$ cat config.mk
export PLATFORM = sky130hd
export DESIGN_NAME = mem_arbiter
export DESIGN_NICKNAME = d
export VERILOG_FILES = /design/src/rtl/mem_arb_pkg.sv /design/src/rtl/mem_arbiter_rr_pick2.sv /design/src/rtl/mem_arbiter.sv
export SDC_FILE = /design/constraint.sdc
export NUM_CORES = 1
export LEC_CHECK = 0
export BUFFER_PORTS_ARGS = -buffer_cell sky130_fd_sc_hd__buf_2
export CELL_PAD_IN_SITES_DETAIL_PLACEMENT = 0
export CELL_PAD_IN_SITES_GLOBAL_PLACEMENT = 1
export CORE_MARGIN = 10
export CORE_UTILIZATION = 32
export CTS_CLUSTER_DIAMETER = 200
export DETAILED_ROUTE_END_ITERATION = 7
export GPL_TIMING_DRIVEN = 0
export PLACE_DENSITY = 0.8
export SETUP_SLACK_MARGIN = 0.05
export SLEW_MARGIN = 15
export SYNTH_ARGS = -nofsm -noshare
export SYNTH_HDL_FRONTEND = slang
export SYNTH_SLANG_ARGS = --single-unit
$ cat constraint.sdc
create_clock -name clk -period 1.85 [get_ports clk]
set_input_delay 0.37 -clock clk [delete_from_list [all_inputs] [get_ports clk]]
set_output_delay 0.37 -clock clk [all_outputs]
set_load 0.03 [all_outputs]
$ cat src/rtl/mem_arb_pkg.sv
// mem_arb_pkg: shared types and constants for the memory-port arbiter.
// Latency: n/a (declarations only).
// Backpressure: n/a.
// Contents: FSM state encoding, requester IDs, default bus widths.
package mem_arb_pkg;

  localparam int DEF_DATA_W = 32;
  localparam int DEF_ADDR_W = 16;

  typedef enum logic [1:0] {
    IDLE   = 2'd0,
    ACCESS = 2'd1,
    RESP   = 2'd2
  } state_e;

  localparam logic REQ_CPU = 1'b0;
  localparam logic REQ_AUX = 1'b1;

endpackage

$ cat src/rtl/mem_arbiter_rr_pick2.sv
// rr_pick2: combinational two-way winner selection for the memory arbiter.
// Latency: purely combinational.
// Backpressure: none; the caller decides when a pick is consumed.
// Ports: req_i[1:0] requests, last_grant_i previous winner;
//        grant_id_o winner, grant_valid_o any request present.
// Build option: MEM_ARB_FIXED_PRIO_EN makes requester 0 win every tie
// (last_grant_i is then ignored and requester 1 can starve).
module rr_pick2
  import mem_arb_pkg::*;
(
  input  logic [1:0] req_i,
  input  logic       last_grant_i,
  output logic       grant_id_o,
  output logic       grant_valid_o
);

  always_comb begin
    grant_valid_o = |req_i;
    grant_id_o    = REQ_CPU;
    if (req_i == 2'b10) begin
      grant_id_o = REQ_AUX;
    end else if (req_i == 2'b11) begin
`ifdef MEM_ARB_FIXED_PRIO_EN
      grant_id_o = REQ_CPU;
`else
      // Tie: whoever did not win last time goes next.
      grant_id_o = ~last_grant_i;
`endif
    end
  end

endmodule

$ cat src/rtl/mem_arbiter.sv
// mem_arbiter: shares one synchronous memory port between two req/ack masters.
// Latency: grant on the IDLE edge, one ACCESS cycle, ack pulse the cycle after (3 cycles/txn).
// Backpressure: requester holds req until its ack; the loser waits for the next IDLE.
// Ports: clk, reset (sync, active high); rN_req/rN_we/rN_addr/rN_wdata in and
//        rN_ack/rN_rdata out for N=0 (CPU) and N=1 (aux master);
//        mem_addr/mem_wdata/mem_write out to the memory, mem_rdata back from it.
// Build option: MEM_ARB_FIXED_PRIO_EN selects fixed priority (requester 0 wins ties).
module mem_arbiter
  import mem_arb_pkg::*;
#(
  parameter int DATA_W = DEF_DATA_W,
  parameter int ADDR_W = DEF_ADDR_W
) (
  input  logic              clk,
  input  logic              reset,
  input  logic              r0_req,
  input  logic              r0_we,
  input  logic [ADDR_W-1:0] r0_addr,
  input  logic [DATA_W-1:0] r0_wdata,
  output logic              r0_ack,
  output logic [DATA_W-1:0] r0_rdata,
  input  logic              r1_req,
  input  logic              r1_we,
  input  logic [ADDR_W-1:0] r1_addr,
  input  logic [DATA_W-1:0] r1_wdata,
  output logic              r1_ack,
  output logic [DATA_W-1:0] r1_rdata,
  output logic [ADDR_W-1:0] mem_addr,
  output logic [DATA_W-1:0] mem_wdata,
  output logic              mem_write,
  input  logic [DATA_W-1:0] mem_rdata
);

  state_e            state_q;
  logic              last_grant_q;
  logic              owner_q;
  logic              we_q;
  logic [ADDR_W-1:0] mem_addr_q;
  logic [DATA_W-1:0] mem_wdata_q;
  logic              mem_write_q;
  logic              r0_ack_q;
  logic              r1_ack_q;
  logic [DATA_W-1:0] r0_rdata_q;
  logic [DATA_W-1:0] r1_rdata_q;

  logic              grant_id;
  logic              grant_vld;
  logic              sel_we_d;
  logic [ADDR_W-1:0] sel_addr_d;
  logic [DATA_W-1:0] sel_wdata_d;

  rr_pick2 u_pick (
    .req_i         ({r1_req, r0_req}),
    .last_grant_i  (last_grant_q),
    .grant_id_o    (grant_id),
    .grant_valid_o (grant_vld)
  );

  // Fields of whichever requester the picker chose this cycle.
  always_comb begin
    sel_we_d    = (grant_id == REQ_AUX) ? r1_we    : r0_we;
    sel_addr_d  = (grant_id == REQ_AUX) ? r1_addr  : r0_addr;
    sel_wdata_d = (grant_id == REQ_AUX) ? r1_wdata : r0_wdata;
  end

  always_ff @(posedge clk) begin
    if (reset) begin
      state_q      <= IDLE;
      last_grant_q <= REQ_AUX;  // so requester 0 wins the first tie
      owner_q      <= REQ_CPU;
      we_q         <= 1'b0;
      mem_addr_q   <= '0;
      mem_wdata_q  <= '0;
      mem_write_q  <= 1'b0;
      r0_ack_q     <= 1'b0;
      r1_ack_q     <= 1'b0;
      r0_rdata_q   <= '0;
      r1_rdata_q   <= '0;
    end else begin
      // Write enable and acks are single-cycle pulses by default.
      mem_write_q <= 1'b0;
      r0_ack_q    <= 1'b0;
      r1_ack_q    <= 1'b0;
      case (state_q)
        IDLE: begin
          if (grant_vld) begin
            owner_q      <= grant_id;
            last_grant_q <= grant_id;
            we_q         <= sel_we_d;
            mem_addr_q   <= sel_addr_d;
            mem_wdata_q  <= sel_wdata_d;
            mem_write_q  <= sel_we_d;
            state_q      <= ACCESS;
          end
        end
        ACCESS: begin
          // Read data is captured only into the owner's register, and only on reads.
          if (owner_q == REQ_AUX) begin
            r1_ack_q <= 1'b1;
            if (!we_q) r1_rdata_q <= mem_rdata;
          end else begin
            r0_ack_q <= 1'b1;
            if (!we_q) r0_rdata_q <= mem_rdata;
          end
          state_q <= RESP;
        end
        RESP:    state_q <= IDLE;
        default: state_q <= IDLE;
      endcase
    end
  end

  assign mem_addr  = mem_addr_q;
  assign mem_wdata = mem_wdata_q;
  assign mem_write = mem_write_q;
  assign r0_ack    = r0_ack_q;
  assign r1_ack    = r1_ack_q;
  assign r0_rdata  = r0_rdata_q;
  assign r1_rdata  = r1_rdata_q;

endmodule

==> impl_metrics.yaml <==
min_path:
  worstHoldStart: "mem_rdata[19]"
  hp-class: "in2reg"
  hold_depth: 3
  hold_path_end: "r0_rdata[19]"
critical_path:
  crit_cells: 5
  crit_fanout: 10
  r2r_end: "mem_wdata[17]"
  worst-path-buf-inv: 2
  cp_cell_sequence: "a21bo_2 > buf_6 > clkbuf_1 > nand2_1 > a311oi_2"
  crit_slowest_cell: "clkbuf_1"
  crit_path_max_incr_delay_ns: 0.42
  crit_family: "buffers and inverters"
  critPathArrivalTime_ns: 1.96
  worst-r2r-setup-slack_ns: 0.21
  cp-end-kind: "flop"
  cp.required_ns: 2.17
  rr_startpoint: "last_grant_q"
  path_class: "reg2reg"
  cp-start-kind: "flop"
  reg2reg_depth: 5
outcome:
  status: "complete, no violations"
floorplan:
  die_h_um: 145
  start_util: 0.327
  die_x_um: 145
  io_pins: 249
  core_area_mm2: 0.0153
  dieArea_mm2: 0.0210
  rows: 45
logic_synthesis:
  synth-edff-count: 0
  synth-seq-cells: 120
  yosysWarnings: 0
  synthCells: 585
  synthArstFlopShare: 0
  synth_top_cells_by_count: "226 x nand2_1, 120 x dfxtp_1, 114 x a21oi_1"
  syn_area_mm2: 0.00499
  synth-main-ff-cell: "dfxtp_1"
  synth_top_area_share: 0.481
  synth.largest_area_cell: "dfxtp_1"
  avgSynthCellArea_um2: 8.54
  synthTopCellsByArea: "dfxtp_1 48%, nand2_1 17%, a311oi_2 14%, a21oi_1 11%, clkbuf_1 2.6%"
  ys_types: 26
  synth_most_common_cell: "nand2_1"
  synth_nets: 719
  ys_seq_area_frac: 0.481
clock_network:
  cts.sinks: 120
  cts_tree: "yes"
  cts_buffers: 17
  clock_path_buffers: 2
  post_cts_buffers: 0
  worstSkewPairLatency_ns: 0.41
  root_buffer: "clkbuf_16"
  path_clk_slew_ns: 0.05
  htreeDepth: 4
drt:
  wl_per_cell_um: 17.1
  top_layer_used: "met4"
  wl_met2_um: 8610
  routed_wl_um: 18400
  dr.pass1.iters: 4
  drc_errors: 0
  wl_met1_um: 7670
  drtIter0Drc: 183
  route.met3.wl_um: 1840
  avgViaCountPerCell: 4.69
  antenna_left: 0
  vias: 5052
timing:
  fmax_mhz: 608
  skew_ns: 0.00540
  fin_ws_ns: 0.205
  finalCritPeriodShare: 0.889
  setup_viol: 0
  max_slew_margin: 0.486
  rsz0062_at_grt: "no"
  finalCriticalPeriod_ns: 1.64
  hold_viol_final: 0
  fin_tns_setup_ns: 0
  slew_viol_final: 0
  worst_slew_pin_slew_ns: 0.772
layout:
  nFillCells: 1614
  register_area_mm2: 0.00240
  nNetsFinal: 985
  drive_gt1_frac: 0.411
  multiInputGateArea_mm2: 0.00231
  syn_to_final_growth_pct: 43.1
grt:
  grt_overflow: 0
  grt_max_degree: 17
  grt_pass1_vias: 5252
  track_usage: 0.171
  antenna_found_initial: 3
  grt_pass1_wl_um: 29200
power:
  p_leak_nw: 3.19
  power_density_mw_per_mm2: 1130
  ir_drop_mv: 0.618
placed_design:
  hpwlAfterDp_um: 14100
  dp_slack_ns: 0.0327
  port_buffers: 247
  gp_congestion: 0.789
flow_run:
  max_cap_viol_count: 0
==> layout make-up <==
cell class,instances,share of cell area
tap,211,0.0369
buffer,55,0.0403
clock inverter,9,0.0238
timing repair buffer,247,0.173
multi-input combinational,409,0.323
antenna,3,0.00105
inverter,1,0.000525
clock buffer,23,0.0655
sequential,120,0.336
==> layout by cell type, fill, tap and decap left out, types with 2 or more instances in the layout <==
cell type	count
bufinv_16	5
a311oi_2	48
clkinv_2	4
nor2_1	2
clkbuf_16	17
a21oi_1	114
dfxtp_1	120
clkbuf_1	34
nand2_1	226
a21bo_2	2
diode_2	3
clkbuf_8	2
buf_6	8
clkbuf_2	5
buf_2	259
nor3_1	2
==> kinds of logic after synthesis <==
group | share of synthesized area
AO/OA/AOI/OAI | 0.270
buffers and inverters | 0.0571
flip-flops | 0.481
multiplexers | 0.00200
AND/OR/NAND/NOR | 0.190
==> flip-flops by register name (all words and copies together) (netlist names) <==
name          count
mem_wdata        32
r0_rdata         32
r1_rdata         32
mem_addr         16
state_q           2
last_grant_q      1
mem_write         1
owner_q           1
r0_ack            1
r1_ack            1
we_q              1
==> worst reg2reg max path, stage by stage, from the launching register on <==
cell and delay [ns]:
dfxtp_1 0.38, a21bo_2 0.21, buf_6 0.17, clkbuf_1 0.42, nand2_1 0.13, a311oi_2 0.25
==> through the flow <==
step                area (um^2)  cells  hold WS (ns)  utilization  total power [mW]
finish                     7150   1078         0.207        0.468              8.04
global route               7140   1076         0.202        0.468              8.40
CTS                        7130   1075         0.192        0.467              8.14
detailed placement         6490   1043         0.444        0.426              4.51
global placement           6490   1043         0.439        0.426              4.51
floorplan                  4990    585         0.470            -              3.96
==> how the worst max path moves through the flow <==
stage	from	endpoint	slack, ns
after floorplan	r1_req	mem_wdata[20]	0.44
after global placement	r1_req	mem_wdata[13]	0.03
after detailed placement	r1_req	mem_wdata[17]	0.03
after CTS	state_q[1]	mem_wdata[0]	0.10
after global routing	last_grant_q	mem_wdata[19]	0.06
final	last_grant_q	mem_wdata[17]	0.21
==> routing by layer <==
metal / vias up / track usage
met4: 0 / 0.0485
met1: 2298 / 0.195
met5: - / 0
met2: 193 / 0.274
met3: 18 / 0.0863
li1: 2543 / -
==> power by group <==
group          internal (mW)  switching [mW]
Combinational          0.536            1.02
Clock                   2.45            1.15
Sequential              2.78           0.104
==> what timing repair did <==
action,CTS,global route
hold buffers,0,0
setup endpoints to repair,0,39
gates resized for setup,0,10
Note: power is estimated with default switching activity, not from simulation.
